==> config.mk <==
export PLATFORM = sky130hd
export DESIGN_NAME = buf_write_arbiter
export DESIGN_NICKNAME = d
export VERILOG_FILES = /design/src/rtl/vga_pkg.sv /design/src/rtl/uart_cmd_parser.sv /design/src/rtl/buf_write_arbiter.sv
export SDC_FILE = /design/constraint.sdc
export NUM_CORES = 1
export LEC_CHECK = 0
export ABC_CLOCK_PERIOD_IN_PS = 1680
export BUFFER_PORTS_ARGS = -buffer_cell sky130_fd_sc_hd__buf_2
export CAP_MARGIN = 30
export CORE_ASPECT_RATIO = 0.5
export CORE_MARGIN = 5
export CORE_UTILIZATION = 56
export DETAILED_ROUTE_END_ITERATION = 16
export HOLD_SLACK_MARGIN = 0.03
export PLACE_DENSITY_LB_ADDON = 0.2
export SLEW_MARGIN = 15
export SYNTH_ARGS = -nofsm -noshare
export SYNTH_HDL_FRONTEND = slang
export SYNTH_SLANG_ARGS = --single-unit
==> constraint.sdc <==
create_clock -name clk_i -period 1.68 [get_ports clk_i]
set_input_delay 0.168 -clock clk_i [delete_from_list [all_inputs] [get_ports clk_i]]
set_output_delay 0.168 -clock clk_i [all_outputs]
set_load 0.02 [all_outputs]
==> src/rtl/vga_pkg.sv <==
// ============================================================================
// Module      : vga_pkg
// Description : Screen geometry, character widths and FSM encodings shared by
//               the text-buffer write front end.
// Revision    : 1.0 - initial release
// ============================================================================
`default_nettype none

package vga_pkg;

    localparam int N_COL           = 80;
    localparam int N_ROW           = 30;
    localparam int N_COL_WIDTH     = 7;
    localparam int N_ROW_WIDTH     = 5;
    localparam int N_CHARS_WIDTH   = 7;
    localparam int UART_DATA_WIDTH = 8;

    localparam logic [N_CHARS_WIDTH-1:0] CLR_CHAR = 7'h20;

    typedef enum logic [1:0] {
        P_COL  = 2'd0,
        P_ROW  = 2'd1,
        P_CHAR = 2'd2,
        P_EOL  = 2'd3
    } parser_state_t;

    typedef enum logic [0:0] {
        IDLE  = 1'b0,
        CLEAR = 1'b1
    } top_state_t;

    typedef enum logic [0:0] {
        GRANT_UART = 1'b0,
        GRANT_HOST = 1'b1
    } grant_t;

endpackage

`default_nettype wire

==> src/rtl/uart_cmd_parser.sv <==
// ============================================================================
// Module      : uart_cmd_parser
// Description : Turns the UART byte stream (col, row, char, eol) into one held
//               cell-write triple with a sticky overflow flag.
// Revision    : 1.0 - initial release
// ============================================================================
`default_nettype none

module uart_cmd_parser
    import vga_pkg::*;
(
    input  logic                       clk_i,
    input  logic                       rst_i,
    input  logic                       uart_wr_i,
    input  logic [UART_DATA_WIDTH-1:0] uart_data_i,
    input  logic                       take_i,
    output logic                       pend_o,
    output logic [N_COL_WIDTH-1:0]     col_o,
    output logic [N_ROW_WIDTH-1:0]     row_o,
    output logic [N_CHARS_WIDTH-1:0]   char_o,
    output logic                       ovf_o
);

    localparam logic [N_COL_WIDTH-1:0] c_n_col = N_COL_WIDTH'(N_COL);
    localparam logic [N_ROW_WIDTH-1:0] c_n_row = N_ROW_WIDTH'(N_ROW);

    parser_state_t              r_state;
    parser_state_t              w_state_next;
    logic                       r_wr_q;
    logic                       w_accept;
    logic [N_COL_WIDTH-1:0]     w_byte_col;
    logic [N_COL_WIDTH-1:0]     w_col_fold;
    logic [N_ROW_WIDTH-1:0]     w_byte_row;
    logic [N_COL_WIDTH-1:0]     r_col;
    logic [N_ROW_WIDTH-1:0]     r_row;
    logic                       r_row_bad;
    logic                       r_pend;
    logic                       r_ovf;
    logic [N_COL_WIDTH-1:0]     r_hold_col;
    logic [N_ROW_WIDTH-1:0]     r_hold_row;
    logic [N_CHARS_WIDTH-1:0]   r_hold_char;
    logic                       w_unused_msb;

    assign w_accept     = uart_wr_i & ~r_wr_q;
    assign w_byte_col   = uart_data_i[N_COL_WIDTH-1:0];
    assign w_byte_row   = uart_data_i[N_ROW_WIDTH-1:0];
    assign w_unused_msb = uart_data_i[UART_DATA_WIDTH-1];

    // Out-of-range columns fold back by one screen width rather than being dropped.
    assign w_col_fold = (w_byte_col >= c_n_col) ? (w_byte_col - c_n_col) : w_byte_col;

    always_ff @(posedge clk_i) begin
        if (rst_i) begin
            r_state <= P_COL;
        end else begin
            r_state <= w_state_next;
        end
    end

    always_comb begin
        w_state_next = r_state;
        if (w_accept) begin
            case (r_state)
                P_COL:   w_state_next = P_ROW;
                P_ROW:   w_state_next = P_CHAR;
                P_CHAR:  w_state_next = P_EOL;
                P_EOL:   w_state_next = P_COL;
                default: w_state_next = P_COL;
            endcase
        end
    end

    always_ff @(posedge clk_i) begin
        if (rst_i) begin
            r_wr_q      <= 1'b0;
            r_col       <= '0;
            r_row       <= '0;
            r_row_bad   <= 1'b0;
            r_pend      <= 1'b0;
            r_ovf       <= 1'b0;
            r_hold_col  <= '0;
            r_hold_row  <= '0;
            r_hold_char <= '0;
        end else begin
            r_wr_q <= uart_wr_i;
            if (take_i) begin
                r_pend <= 1'b0;
            end
            if (w_accept) begin
                case (r_state)
                    P_COL: r_col <= w_col_fold;
                    P_ROW: begin
                        r_row     <= w_byte_row;
                        r_row_bad <= (w_byte_row >= c_n_row);
                    end
                    P_CHAR: begin
                        // A valid triple arriving while one is still held is lost.
                        if (!r_row_bad) begin
                            if (!r_pend) begin
                                r_hold_col  <= r_col;
                                r_hold_row  <= r_row;
                                r_hold_char <= uart_data_i[N_CHARS_WIDTH-1:0];
                                r_pend      <= 1'b1;
                            end else begin
                                r_ovf <= 1'b1;
                            end
                        end
                    end
                    default: ;
                endcase
            end
        end
    end

    assign pend_o = r_pend;
    assign col_o  = r_hold_col;
    assign row_o  = r_hold_row;
    assign char_o = r_hold_char;
    assign ovf_o  = r_ovf;

endmodule

`default_nettype wire

==> src/rtl/buf_write_arbiter.sv <==
// ============================================================================
// Module      : buf_write_arbiter
// Description : Single write port into the text screen buffer, merging UART,
//               host and full-screen clear sources with registered outputs.
// Revision    : 1.0 - initial release
// ============================================================================
`default_nettype none

module buf_write_arbiter
    import vga_pkg::*;
(
    input  logic                       clk_i,
    input  logic                       rst_i,
    input  logic                       uart_wr_i,
    input  logic [UART_DATA_WIDTH-1:0] uart_data_i,
    input  logic                       host_valid_i,
    output logic                       host_ready_o,
    input  logic [N_COL_WIDTH-1:0]     host_col_i,
    input  logic [N_ROW_WIDTH-1:0]     host_row_i,
    input  logic [N_CHARS_WIDTH-1:0]   host_char_i,
    input  logic                       clr_req_i,
    output logic                       clr_busy_o,
    output logic                       wr_en_o,
    output logic [N_COL_WIDTH-1:0]     col_o,
    output logic [N_ROW_WIDTH-1:0]     row_o,
    output logic [N_CHARS_WIDTH-1:0]   din_o,
    output logic                       ovf_o
);

    localparam logic [N_COL_WIDTH-1:0] c_n_col    = N_COL_WIDTH'(N_COL);
    localparam logic [N_ROW_WIDTH-1:0] c_n_row    = N_ROW_WIDTH'(N_ROW);
    localparam logic [N_COL_WIDTH-1:0] c_last_col = N_COL_WIDTH'(N_COL - 1);
    localparam logic [N_ROW_WIDTH-1:0] c_last_row = N_ROW_WIDTH'(N_ROW - 1);

    top_state_t                 r_state;
    top_state_t                 w_state_next;
    grant_t                     r_last_grant;
    logic [N_COL_WIDTH-1:0]     r_clr_col;
    logic [N_ROW_WIDTH-1:0]     r_clr_row;
    logic                       w_clr_last;
    logic                       w_host_ready;
    logic                       w_host_grant;
    logic                       w_uart_grant;
    logic                       w_host_in_range;
    logic                       w_uart_pend;
    logic [N_COL_WIDTH-1:0]     w_uart_col;
    logic [N_ROW_WIDTH-1:0]     w_uart_row;
    logic [N_CHARS_WIDTH-1:0]   w_uart_char;
    logic                       r_wr_en;
    logic [N_COL_WIDTH-1:0]     r_col;
    logic [N_ROW_WIDTH-1:0]     r_row;
    logic [N_CHARS_WIDTH-1:0]   r_din;
    logic                       r_clr_busy;

    uart_cmd_parser u_parser (
        .clk_i       (clk_i),
        .rst_i       (rst_i),
        .uart_wr_i   (uart_wr_i),
        .uart_data_i (uart_data_i),
        .take_i      (w_uart_grant),
        .pend_o      (w_uart_pend),
        .col_o       (w_uart_col),
        .row_o       (w_uart_row),
        .char_o      (w_uart_char),
        .ovf_o       (ovf_o)
    );

    assign w_clr_last      = (r_clr_col == c_last_col) && (r_clr_row == c_last_row);
    assign w_host_in_range = (host_col_i < c_n_col) && (host_row_i < c_n_row);

    always_ff @(posedge clk_i) begin
        if (rst_i) begin
            r_state <= IDLE;
        end else begin
            r_state <= w_state_next;
        end
    end

    // Host is held off while UART waits its turn, which yields the round-robin.
    always_comb begin
        w_state_next = r_state;
        w_host_ready = 1'b0;
        w_host_grant = 1'b0;
        w_uart_grant = 1'b0;
        case (r_state)
            IDLE: begin
                if (clr_req_i) begin
                    w_state_next = CLEAR;
                end else begin
                    w_host_ready = !(w_uart_pend && (r_last_grant == GRANT_HOST));
                    w_host_grant = host_valid_i && w_host_ready;
                    w_uart_grant = w_uart_pend && !w_host_grant;
                end
            end
            CLEAR: begin
                if (w_clr_last) begin
                    w_state_next = IDLE;
                end
            end
            default: w_state_next = IDLE;
        endcase
    end

    always_ff @(posedge clk_i) begin
        if (rst_i) begin
            r_wr_en      <= 1'b0;
            r_col        <= '0;
            r_row        <= '0;
            r_din        <= '0;
            r_clr_busy   <= 1'b0;
            r_clr_col    <= '0;
            r_clr_row    <= '0;
            r_last_grant <= GRANT_UART;
        end else begin
            r_wr_en    <= 1'b0;
            r_clr_busy <= 1'b0;
            if (r_state == CLEAR) begin
                r_wr_en    <= 1'b1;
                r_clr_busy <= 1'b1;
                r_col      <= r_clr_col;
                r_row      <= r_clr_row;
                r_din      <= CLR_CHAR;
                if (r_clr_col == c_last_col) begin
                    r_clr_col <= '0;
                    r_clr_row <= r_clr_row + 1'b1;
                end else begin
                    r_clr_col <= r_clr_col + 1'b1;
                end
            end else begin
                r_clr_col <= '0;
                r_clr_row <= '0;
                if (w_host_grant) begin
                    r_last_grant <= GRANT_HOST;
                    // Off-screen host cells complete the handshake but write nothing.
                    if (w_host_in_range) begin
                        r_wr_en <= 1'b1;
                        r_col   <= host_col_i;
                        r_row   <= host_row_i;
                        r_din   <= host_char_i;
                    end
                end else if (w_uart_grant) begin
                    r_last_grant <= GRANT_UART;
                    r_wr_en      <= 1'b1;
                    r_col        <= w_uart_col;
                    r_row        <= w_uart_row;
                    r_din        <= w_uart_char;
                end
            end
        end
    end

    assign host_ready_o = w_host_ready;
    assign clr_busy_o   = r_clr_busy;
    assign wr_en_o      = r_wr_en;
    assign col_o        = r_col;
    assign row_o        = r_row;
    assign din_o        = r_din;

endmodule

`default_nettype wire

Word level (Yosys, flattened, before mapping)
Index checks and enable logic that the tools add are counted.
- bits in registers: 72
- logic and storage cells: 94
- add/sub/neg operators: 3
- order comparisons: 4
- equal/unequal tests: 7
- mux-type cells: 35
- bitwise logic cells: 5
- reduce and logical (&&, ||, !) cells: 20
- operators with widths (cell ; count):
    7-bit two-way mux ; 8
    1-bit two-way mux ; 20
    5-bit two-way mux ; 4
    2-bit AND reduction ; 5
    2-bit case mux with 4 select lines ; 1
    4-bit AND reduction ; 2
    7-bit by 1-bit adder with 7-bit output (second input constant) ; 1
    7-bit equality test (second input constant) ; 1
    7-bit >= comparator (second input constant) ; 1
    7-bit less-than comparator (second input constant) ; 1
    7-bit subtractor (second input constant) ; 1
    6-bit two-way mux ; 1
    5-bit by 1-bit adder with 5-bit output (second input constant) ; 1
    5-bit equality test (second input constant) ; 1
    5-bit >= comparator (second input constant) ; 1
    1-bit logical AND ; 5
    5-bit less-than comparator (second input constant) ; 1
    2-bit equality test (second input constant) ; 2
    1-bit NOT ; 4
    2-bit OR reduction ; 2
    3-bit by 2-bit inequality test with 1-bit output (second input constant) ; 1
    3-bit nonzero test ; 1
    3-bit OR reduction ; 1
    2-bit by 1-bit equality test with 1-bit output (second input constant) ; 1
    6 further kinds ; 7

Logic depth before layout (Yosys ltp)
Gate-level depths: netlist of run 1.
- depth after elaboration: 12
- gate-level depth with buffers: 7
- depth with buffers taken out: 5

Hierarchy
Synthesis of run 1 repeated with hierarchy kept, for this count alone.
- cells, all modules: 375
- area total of the unflattened synthesis: 3583.4 um2
- by module, submodules not included (module ; instances ; cells an instance ; area an instance (um2) ; sequential area each (um2)):
    buf_write_arbiter ; 1 ; 207 ; 1955.6 ; 700.7
    uart_cmd_parser ; 1 ; 168 ; 1627.8 ; 740.7

Least setup slack after synthesis of run 1
Ideal clock, no wire load.
- kind: flip-flop to flip-flop
- start: register u_parser.r_pend (netlist: u_parser.pend_o)
- end: register r_col[0] (netlist: col_o[0])
- arrival time: 1.358 ns
- path slack: 0.182 ns
- cell stages (with the launch flop): 7
- buffers on the path: 2
- cells stage by stage: dfxtp_1 -> buf_4 -> a21bo_4 -> buf_2 -> o211a_1 -> nor4_1 -> a211oi_2
- word-level cells in the longest chain between the ends: 9
- RTL lines (item ; RTL line ; text):
    start, declared ; uart_cmd_parser.sv:37 ; logic r_pend;
    start signal, assigned ; uart_cmd_parser.sv:79 ; r_pend <= 1'b0;
    start signal, assigned ; uart_cmd_parser.sv:87 ; r_pend <= 1'b0;
    start signal, assigned ; uart_cmd_parser.sv:103 ; r_pend <= 1'b1;
    1-bit logical AND ; buf_write_arbiter.sv:90 ; w_host_ready = !(w_uart_pend && (r_last_grant == GRANT_HOST));
    1-bit logical NOT ; buf_write_arbiter.sv:90 ;
    1-bit logical AND ; buf_write_arbiter.sv:91 ; w_host_grant = host_valid_i && w_host_ready;
    1-bit logical NOT ; buf_write_arbiter.sv:92 ; w_uart_grant = w_uart_pend && !w_host_grant;
    1-bit logical AND ; buf_write_arbiter.sv:92 ;
    1-bit two-way mux ; buf_write_arbiter.sv:87 ; if (clr_req_i) begin
    1-bit two-way mux ; buf_write_arbiter.sv:85 ; case (r_state)
    3-bit nonzero test (no source line) ; n/a ;
    2-bit AND reduction (no source line) ; n/a ;
    end signal, assigned ; buf_write_arbiter.sv:120 ; r_col <= r_clr_col;
    end signal, assigned ; buf_write_arbiter.sv:137 ; r_col <= host_col_i;
    end signal, assigned ; buf_write_arbiter.sv:144 ; r_col <= w_uart_col;
    end, declared ; buf_write_arbiter.sv:50 ; logic [N_COL_WIDTH-1:0] r_col;
Several ways; a longest one is shown, not always the timed one.
A chain may end at the register's enable or synchronous reset.

Final worst setup path of run 1
- start: register r_last_grant
- end: register r_row[2] (netlist: row_o[2])
- word-level cells in the longest chain between the ends: 9
- RTL lines (item ; RTL line ; text):
    start, declared ; buf_write_arbiter.sv:37 ; grant_t r_last_grant;
    start signal, assigned ; buf_write_arbiter.sv:113 ; r_last_grant <= GRANT_UART;
    start signal, assigned ; buf_write_arbiter.sv:133 ; r_last_grant <= GRANT_HOST;
    start signal, assigned ; buf_write_arbiter.sv:142 ; r_last_grant <= GRANT_UART;
    1-bit logical AND (*) ; buf_write_arbiter.sv:90 ;
    1-bit logical NOT (*) ; buf_write_arbiter.sv:90 ;
    1-bit logical AND (*) ; buf_write_arbiter.sv:91 ;
    1-bit logical NOT ; buf_write_arbiter.sv:92 ;
    1-bit logical AND ; buf_write_arbiter.sv:92 ;
    1-bit two-way mux ; buf_write_arbiter.sv:87 ;
    1-bit two-way mux ; buf_write_arbiter.sv:85 ;
    3-bit nonzero test (no source line) ; n/a ;
    2-bit AND reduction (no source line) ; n/a ;
    end signal, assigned ; buf_write_arbiter.sv:121 ; r_row <= r_clr_row;
    end signal, assigned ; buf_write_arbiter.sv:138 ; r_row <= host_row_i;
    end signal, assigned ; buf_write_arbiter.sv:145 ; r_row <= w_uart_row;
    end, declared ; buf_write_arbiter.sv:51 ; logic [N_ROW_WIDTH-1:0] r_row;
Mark *: on every way between the ends. The rest lies on a longest branch, timed or not.

==> results of run 1 <==
through the flow:
step,TNS (ns),util [%]
4_1_cts,0,70.44
6_report,0,71.22
2_1_floorplan,0,-
5_1_grt,0,71.22
3_3_place_gp,0,65.27
3_5_place_dp,-0.0008277,65.27
placed cells by master (no fill, tap or decap), types with 2 or more instances in the layout:
cell / n
inv_1: 28
nor2_1: 17
o211ai_1: 2
ha_1: 8
clkbuf_16: 9
nor3_1: 2
and2_1: 3
nand3_1: 11
o21ai_0: 3
nor2b_1: 4
o211a_1: 14
nand4_1: 6
nand2_1: 66
nor4_1: 11
xnor2_1: 4
buf_2: 53
a221oi_1: 7
a211oi_1: 3
a311oi_1: 6
a211oi_2: 10
clkbuf_1: 4
dfxtp_1: 71
buf_4: 17
and3_1: 9
xor2_1: 4
nand2b_1: 2
a32o_1: 11
a21oi_1: 37
path summary, 6_finish.rpt:
check / from / end / slack [ns] / cells after the start
setup / recovery: r_last_grant / row_o[2] / 0.06 / 5
hold / removal: uart_wr_i / u_parser.r_wr_q / 0.08 / 2
setup reg to reg: r_last_grant / row_o[2] / 0.06 / 5
hold reg to reg: u_parser.r_col[1] / u_parser.r_col[1] / 0.46 / 2
power breakdown:
group          leakage (uW)  switching (uW)  internal, uW  total, uW
registers          0.000586            38.1          1770       1810
clock network      0.000134             680          1150       1830
logic              0.000990             307           191        498
total               0.00171            1030          3110       4140
per-layer routing:
metal / part of all wire [%] / track usage (%) / vias up
li1: - / - / 1478
met1: 46 / 29.62 / 1412
met2: 45 / 33.57 / 92
met3: 7.8 / 9.818 / 15
met4: 1.3 / 4.850 / 0
met5: 0 / 0 / -
layout make-up:
type	instances	share of cell area [%]
clock inverter	3	1.060
sequential	72	35.95
clock buffer	13	5.987
timing repair buffer	71	10.29
inverter	28	2.619
multi-input combinational	258	41.81
tap	73	2.276
cell families after synthesis:
kind of cell	synth area share, %
mux	0.2980
compound gates	24.43
fa+ha+maj	2.980
buf+inv	7.635
xor+xnor	2.085
flops	42.90
simple gates	19.67
sequential cells by signal, indices dropped and copies added (netlist names), 2 cells and up:
register / count
u_parser.row_o: 5
u_parser.r_state: 2
row_o: 5
u_parser.char_o: 7
r_clr_row: 5
u_parser.col_o: 7
col_o: 7
din_o: 7
u_parser.r_col: 7
u_parser.r_row: 5
r_clr_col: 7
repair_timing:
action | CTS | global route
endpoints found under the hold margin | 0 | 0
endpoints found under the setup margin | 5 | 11
pin swaps | 1 | 1
setup buffers | 1 | 2
gates resized for setup | 1 | 6
==> impl_metrics.csv, run 1 <==
group,metric,value,unit
die,die_area,7742,sq um
logic_synthesis,synth_warnings,0,
cells_and_area,drive_gt1_share,23.60,%
logic_synthesis,synth_cells,385,
sta,period_share,96.64,%
cells_and_area,fillers,453,
drt,vias_per_cell,5.786,
placed_design,placedInstanceArea,3677,sq um
drt,post_drt_wl_per_cell,16.12,um
global_routing,grt_pass1_vias,2848,
logic_synthesis,yosys-top-cells-area,"dfxtp_1 (43%), nand2_1 (7.4%), a21oi_1 (5.5%)",
sta,slew_violations,0,
clock_tree,insertion_delay,0.33,ns
critical_path,cp_slowest_cell,"nor4_1",
logic_synthesis,async_reset_ff_share,0,%
sta,worst_slew_pin_slew,0.5621,ns
clock_tree,cts-buffers-inserted,9,
die,rows,19,
sta,min_period,1.624,ns
die,fp.dieH,64.77,um
die,io_pins,55,
drt,finalWirelength,8348,um
critical_path,cpPeakStageDelay,0.38,ns
logic_synthesis,synth_common_cells,"dfxtp_1 (72), nand2_1 (66), a21oi_1 (37), inv_1 (28), nor2_1 (18)",
power_and_ir_drop,p_leak,0.001710,uW
cells_and_area,fin_cells,518,
critical_path,crit_type,"reg -> reg",
sta,setup_viol,0,
sta,max_freq,0.6159,GHz
job,maxCapViolCount,0,
drt,antenna_left,0,
sta,finalWorstSetupSlack,0.05640,ns
drt,drt-pass1-iter-count,5,
power_and_ir_drop,power,4138,uW
logic_synthesis,avgSynthCellArea,8.726,sq um
cells_and_area,final_area,4013,sq um
cells_and_area,fin_nets,480,
die,die_w,119.5,um
critical_path,critPathBufInv,1,
critical_path,cp_cell_sequence,"a21bo_4 -> buf_4 -> o211a_1 -> nor4_1 -> a211oi_2",
clock_tree,holdBufCountCts,0,
placed_design,port_buffers,53,
cells_and_area,insertedDiodeCount,0,
drt,via_count,2997,
clock_tree,htreeDepth,3,
logic_synthesis,synth.net_count,425,
sta,rsz0062_at_grt,"no",
clock_tree,root_buffer,"clkbuf_16",
clock_tree,cts_tree,"done",
sta,worst_clock_skew,0.003414,ns
drt,dr.first_iter.drc_count,262,
sta,hold_slack,0.07625,ns
sta,slew_headroom,62.52,%
run_status,status,"finished clean",
global_routing,overflow,0,
critical_path,crit_required,1.88,ns
clock_tree,clock_path_buffers,2,
clock_tree,numClockSinks,72,
critical_path,critPathTopFamily,"compound AO/OA/AOI/OAI gates",
cells_and_area,synthToLayoutAreaGrowth,19.44,%
cells_and_area,regArea,1443,sq um
clock_tree,cts.clk_slew.worst_paths,0.05,ns
die,core,5634,sq um
power_and_ir_drop,peakVddDrop,0.6253,mV
critical_path,cp-end-kind,"flop",
global_routing,grt_pass1_wl,13730,um
logic_synthesis,synth_flop_cell,"dfxtp_1",
drt,post-route-drc-count,0,
global_routing,grt_use_total,22.21,%
sta,hold_viol_final,0,
critical_path,crit_fanout,6,
placed_design,hpwl,5875,um
logic_synthesis,synth.distinct_cells,45,
cells_and_area,multi_input_area,1678,sq um
placed_design,place_congestion,0.8675,
placed_design,dp_slack,-0.0008277,ns
critical_path,startpoint_type,"flop",
logic_synthesis,synth-edff-count,0,
logic_synthesis,synth_top_cell_area_share,42.91,%
logic_synthesis,yosys.area.top_type,"dfxtp_1",
logic_synthesis,ys_ff_latch,72,
die,initial_core_util,59.63,%
power_and_ir_drop,powerDensity,1031,nW/um^2
placed_design,dp.cells,499,
global_routing,grt_max_degree,51,
logic_synthesis,synth.most_common_cell,"dfxtp_1",
logic_synthesis,synth-seq-area-share,42.91,%
critical_path,worstPathArrival,1.82,ns
worst_hold_path,hp-class,"in -> reg",
logic_synthesis,synthesis.area,3359,sq um
global_routing,grt_antenna_before_repair,0,
No activity file was read; power rests on OpenSTA's default activity.
==> inputs of run 2 (changes only) <==
--- a/config.mk
+++ b/config.mk
@@ -14,6 +14,7 @@
 export DETAILED_ROUTE_END_ITERATION = 16
 export HOLD_SLACK_MARGIN = 0.03
 export PLACE_DENSITY_LB_ADDON = 0.2
+export REMOVE_ABC_BUFFERS = 1
 export SLEW_MARGIN = 15
 export SYNTH_ARGS = -nofsm -noshare
 export SYNTH_HDL_FRONTEND = slang
==> run 2 against run 1 <==
Fmax is 5.4% higher. Worst setup slack better by 0.084 ns. Clock skew hardly changed. Cell area did not move. Core utilization is the same. Critical endpoint is now col_o[6]. Largest cell class unchanged. Combinational power about the same. Register-to-register slack gained 0.08 ns. Critical path type unchanged. Die area stayed put. Sequential power hardly changed.
==> impl_metrics.csv, run 2 (same netlist as run 1, synthesis figures left out) <==
group,metric,value,unit
run_status,status,"finished clean",
critical_path,endpoint,"col_o[6]",
global_routing,grt_max_degree,51,
cells_and_area,layout_commonest_cell,"dfxtp_1",
die,fp.dieH,64.77,um
drt,antenna_left,0,
clock_tree,root_buffer,"clkbuf_16",
clock_tree,cts.clk_slew.worst_paths,0.06,ns
drt,dr.first_iter.drc_count,283,
drt,vias_per_cell,5.830,
clock_tree,cts-buffers-inserted,9,
placed_design,place_congestion,0.8393,
critical_path,cp_cell_sequence,"or2_4 -> a211oi_4 -> buf_4 -> nor4_1 -> a211oi_1",
drt,post_drt_wl_per_cell,15.90,um
cells_and_area,drive_gt1_share,25.11,%
sta,min_period,1.540,ns
sta,hold_slack,0.07241,ns
sta,max_freq,0.6494,GHz
critical_path,rrSetupSlack,0.14,ns
power_and_ir_drop,powerDensity,1002,nW/um^2
critical_path,worstPathArrival,1.79,ns
die,die_w,119.5,um
die,rows,19,
worst_hold_path,hp-class,"in -> reg",
placed_design,placedInstanceArea,3707,sq um
placed_design,port_buffers,53,
critical_path,reg2reg_to,"col_o[6]",
die,die_area,7742,sq um
drt,via_count,3026,
clock_tree,holdBufCountCts,0,
critical_path,startpoint_type,"flop",
drt,top_layer,"met4",
global_routing,overflow,0,
drt,drt-pass1-iter-count,5,
power_and_ir_drop,p_leak,0.001706,uW
die,io_pins,55,
clock_tree,numClockSinks,72,
critical_path,crit_type,"reg -> reg",
critical_path,cp_slowest_cell,"dfxtp_1",
sta,finalWorstSetupSlack,0.1400,ns
power_and_ir_drop,peakVddDrop,0.7313,mV
critical_path,critPathTopFamily,"compound AO/OA/AOI/OAI gates",
drt,finalWirelength,8251,um
critical_path,worstRegToRegCells,5,
clock_tree,insertion_delay,0.34,ns
sta,slew_headroom,62.09,%
sta,hold_viol_final,0,
drt,wl_met3,617,um
cells_and_area,fin_nets,481,
critical_path,crit_fanout,10,
clock_tree,cts_setup_buffers,0,
critical_path,critPathLaunch,"r_state",
critical_path,cpPeakStageDelay,0.35,ns
sta,slew_violations,0,
clock_tree,clock_path_buffers,2,
drt,wl_met2,3767,um
placed_design,dp_slack,0.006032,ns
drt,m1WireLength,3733,um
cells_and_area,insertedDiodeCount,0,
critical_path,cp.depth,5,
critical_path,crit_required,1.93,ns
critical_path,timing.rr.start,"r_state",
job,maxCapViolCount,0,
global_routing,grt_pass1_vias,2859,
die,core,5634,sq um
sta,setup_viol,0,
cells_and_area,synthToLayoutAreaGrowth,19.44,%
sta,worst_clock_skew,0.003167,ns
global_routing,grt_antenna_before_repair,0,
cells_and_area,layout_common_cells,"dfxtp_1 (70), nand2_1 (66), buf_2 (53)",
cells_and_area,final_area,4013,sq um
die,initial_core_util,59.63,%
global_routing,grt_pass1_wl,13740,um
critical_path,critPathBufInv,1,
global_routing,grt_use_total,22.30,%
drt,post-route-drc-count,0,
cells_and_area,fin_cells,519,
sta,period_share,91.67,%
placed_design,dp.cells,503,
clock_tree,htreeDepth,3,
placed_design,hpwl,5789,um
sta,tns,0,ns
critical_path,cp-end-kind,"flop",
clock_tree,cts_tree,"done",
sta,rsz0062_at_grt,"no",
sta,worst_slew_pin_slew,0.5687,ns
==> run 2: area by class of cell <==
class                      count  area, sq um
tap                           73        91.34
clock buffer                  11        232.7
inverter                      28        105.1
multi-input combinational    258         1698
sequential                    72         1444
fill                         437         1622
timing repair buffer          72        407.9
clock inverter                 5        33.78
==> run 2: per-stage QoR <==
| step | power, uW | util [%] |
|---|---|---|
| after floorplan | 2116 | - |
| after global placement | 2309 | 65.80 |
| after detailed placement | 2325 | 65.80 |
| after CTS | 4026 | 70.55 |
| after global routing | 4199 | 71.22 |
| final | 4020 | 71.22 |
==> run 2: metal layers <==
layer	global-route usage, %	vias up
li1	-	1475
met1	28.36	1428
met2	36.03	111
met3	7.124	12
met4	8.274	0
met5	0	-
==> run 2: timing repair <==
| item | in CTS | in global routing |
|---|---|---|
| gates cloned | 0 | 0 |
| hold endpoints to repair | 0 | 0 |
| pin swaps | 0 | 0 |
| endpoints found under the setup margin | 2 | 11 |
| gates resized for setup | 1 | 10 |
==> run 2: where the power goes <==
part	total [uW]	switching, uW	leakage, uW	internal [uW]
registers	1810	37.3	0.000587	1770
logic	495	301	0.000994	193
clock network	1710	719	0.000126	996
==> run 2: how the worst min path moves through the flow <==
stage / from / endpoint / slack (ns) / cells after the start
floorplan: rst_i / col_o[0] / 0.23 / 1
global route: uart_wr_i / u_parser.r_wr_q / 0.11 / 2
CTS: uart_wr_i / u_parser.r_wr_q / 0.07 / 2
detailed placement: uart_wr_i / u_parser.r_wr_q / 0.42 / 2
finish: uart_wr_i / u_parser.r_wr_q / 0.07 / 2
global placement: uart_wr_i / u_parser.r_wr_q / 0.41 / 2
==> inputs of run 3 (changes only) <==
--- a/config.mk
+++ b/config.mk
@@ -10,7 +10,7 @@
 export CAP_MARGIN = 30
 export CORE_ASPECT_RATIO = 0.5
 export CORE_MARGIN = 5
-export CORE_UTILIZATION = 56
+export CORE_UTILIZATION = 57
 export DETAILED_ROUTE_END_ITERATION = 16
 export HOLD_SLACK_MARGIN = 0.03
 export PLACE_DENSITY_LB_ADDON = 0.2
@@ -18,4 +18,5 @@
 export SLEW_MARGIN = 15
 export SYNTH_ARGS = -nofsm -noshare
 export SYNTH_HDL_FRONTEND = slang
+export SYNTH_HIERARCHICAL = 1
 export SYNTH_SLANG_ARGS = --single-unit
==> run 3 against run 2 <==
Cell area up 4.6%. Sequential power about the same. Routed wire length up 7.7%. Highest routed layer unchanged. Clock skew about the same. Core utilization decreased by 2.2 points. Area after synthesis increased by 6.7%. Worst hold slack improved by 0.038 ns. Sequential share of layout area down 1.6 points. Worst setup slack worse by 0.029 ns. Combinational power is 9.3% higher. Power is 10% higher.
==> impl_metrics.csv, run 3 <==
group,metric,value,unit
run_status,status,"finished clean",
die,fp.dieH,66.07,um
cells_and_area,insertedDiodeCount,0,
sta,worst_clock_skew,0.003598,ns
logic_synthesis,synth-seq-area-share,40.22,%
global_routing,grt_max_degree,36,
global_routing,grt_use_met1,27.35,%
job,maxCapViolCount,0,
cells_and_area,fillers,468,
global_routing,overflow,0,
sta,rsz0062_at_grt,"no",
cells_and_area,synthToLayoutAreaGrowth,17.14,%
global_routing,use_met3,7.521,%
clock_tree,cts.clk_slew.worst_paths,0.06,ns
clock_tree,insertion_delay,0.34,ns
clock_tree,cts_setup_buffers,0,
logic_synthesis,avgSynthCellArea,9.556,sq um
sta,period_share,93.38,%
sta,setup_viol,0,
cells_and_area,regArea,1441,sq um
critical_path,crit_required,1.91,ns
logic_synthesis,yosys-top-cells-area,"dfxtp_1 (40%), mux2i_1 (8.4%), nand2b_1 (7.9%)",
logic_synthesis,async_reset_ff_share,0,%
logic_synthesis,synth_flop_cell,"dfxtp_1",
cells_and_area,fin_nets,464,
clock_tree,clock_path_buffers,2,
placed_design,placedInstanceArea,3871,sq um
critical_path,cpPeakStageDelay,0.38,ns
sta,slew_headroom,56.53,%
logic_synthesis,synthesis.area,3583,sq um
sta,slew_violations,0,
logic_synthesis,yosys.area.top_type,"dfxtp_1",
sta,max_freq,0.6374,GHz
logic_synthesis,synth_cells,375,
logic_synthesis,synth.most_common_cell,"dfxtp_1",
power_and_ir_drop,peakVddDrop,0.5770,mV
critical_path,cp_cell_sequence,"nor2_2 -> and2_4 -> mux2i_1 -> a2111oi_2",
critical_path,critPathBufInv,0,
cells_and_area,layout_commonest_cell,"dfxtp_1",
clock_tree,numClockSinks,72,
drt,post_drt_wl_per_cell,17.18,um
cells_and_area,layout_common_cells,"dfxtp_1 (72), buf_2 (53), nand2b_1 (45)",
sta,finalWorstSetupSlack,0.1112,ns
power_and_ir_drop,p_leak,0.001640,uW
clock_tree,cts-buffers-inserted,9,
global_routing,grt_pass1_wl,14330,um
clock_tree,htreeDepth,3,
clock_tree,root_buffer,"clkbuf_16",
placed_design,dp_slack,-0.1410,ns
critical_path,cp.depth,4,
power_and_ir_drop,powerDensity,1053,nW/um^2
sta,hold_slack,0.1103,ns
placed_design,port_buffers,53,
clock_tree,ctsResizeCount,1,
drt,via_count,3097,
clock_tree,holdBufCountCts,0,
sta,min_period,1.569,ns
critical_path,crit_type,"reg -> reg",
global_routing,use_met2,39.42,%
logic_synthesis,synth_common_cells,"dfxtp_1 (72), nand2b_1 (45), nor2_1 (33), mux2i_1 (30), a21oi_1 (26)",
sta,tns,0,ns
logic_synthesis,synth_warnings,6,
logic_synthesis,synth.distinct_cells,52,
critical_path,worstRegToRegCells,4,
logic_synthesis,synth_top_cell_area_share,40.22,%
drt,vias_per_cell,5.990,
die,initial_core_util,58.93,%
worst_hold_path,hold_depth,3,
drt,drt-pass1-iter-count,5,
placed_design,place_congestion,0.8191,
critical_path,worstPathArrival,1.80,ns
placed_design,hpwl,6294,um
worst_hold_path,hp-class,"in -> reg",
critical_path,startpoint_type,"flop",
critical_path,crit_fanout,20,
cells_and_area,drive_gt1_share,24.48,%
die,die_w,122.1,um
sta,hold_viol_final,0,
cells_and_area,final_core_util,69.03,%
die,io_pins,55,
critical_path,cp_slowest_cell,"and2_4",
global_routing,grt_antenna_before_repair,0,
drt,dr.first_iter.drc_count,233,
die,die_area,8069,sq um
clock_tree,cts_tree,"done",
die,core,6081,sq um
logic_synthesis,ys_ff_latch,72,
global_routing,grt_use_total,23.07,%
cells_and_area,multi_input_area,1908,sq um
drt,post-route-drc-count,0,
critical_path,cp-end-kind,"flop",
global_routing,grt_pass1_vias,3042,
global_routing,grt_busiest_layer,"met2",
drt,antenna_left,0,
critical_path,critPathTopFamily,"simple AND/OR/NAND/NOR gates",
logic_synthesis,synth-edff-count,0,
die,rows,20,
sta,worst_slew_pin_slew,0.6520,ns
drt,finalWirelength,8884,um
cells_and_area,final_area,4198,sq um
run 3: changes by cell type in the layout (fill, tap and decap cells not counted), moves of 11 or more:
cell,delta
nor2_1,+16
o211a_1,-14
a222oi_1,+12
a21oi_1,-12
a32o_1,-11
nand2b_1,+43
inv_1,-18
nand2_1,-51
mux2i_1,+29
nor3_1,+11
a311o_1,+12
run 3: area by class of cell:
class	count	area share (%)
Timing Repair Buffer	67	8.823
Multi-Input combinational cell	262	45.45
Tap cell	88	2.623
Clock inverter	5	1.908
Clock buffer	11	5.782
Inverter	12	1.073
Sequential cell	72	34.34
run 3: tightest hold or removal path, stage by stage:
cell	delay [ns]
buf_2	0.13
nand2_1	0.06
a21oi_1	0.05
run 3: routing by layer:
layer	vias up	part of all wire, %
met3	22	9.4
met1	1474	41
met2	155	48
met4	0	1.7
met5	-	0
li1	1446	-
run 3: kinds of logic (layout without fill, tap and decap cells):
family | after synthesis | count (layout) | share of synthesized area, %
multiplexers | 30 | 30 | 8.380
buffers and inverters | 41 | 95 | 6.634
adder cells (fa/ha/maj) | 8 | 8 | 2.793
AND/OR/NAND/NOR | 135 | 135 | 20.22
XOR/XNOR | 8 | 8 | 1.955
flip-flops | 72 | 72 | 40.22
AO/OA/AOI/OAI | 81 | 81 | 19.80
run 3: per-stage QoR:
stage / total power (uW) / instances
3_3_place_gp: 2361 / 501
2_1_floorplan: 2171 / 346
4_1_cts: 4428 / 517
6_report: 4420 / 517
3_5_place_dp: 2387 / 501
5_1_grt: 4572 / 517
run 3: power by group:
part / internal [uW] / switching [uW] / leakage [uW] / total, uW
registers: 1770 / 45.8 / 0.000586 / 1820
clock network: 1340 / 723 / 0.000152 / 2060
logic: 216 / 325 / 0.000903 / 541
run 3: final timing paths:
path              slack [ns]                end         startpoint
setup / recovery        0.11           din_o[3]            r_state
hold / removal          0.11  u_parser/r_col[2]     uart_data_i[2]
setup reg to reg        0.11           din_o[3]            r_state
hold reg to reg         0.46  u_parser/r_row[0]  u_parser/r_row[0]
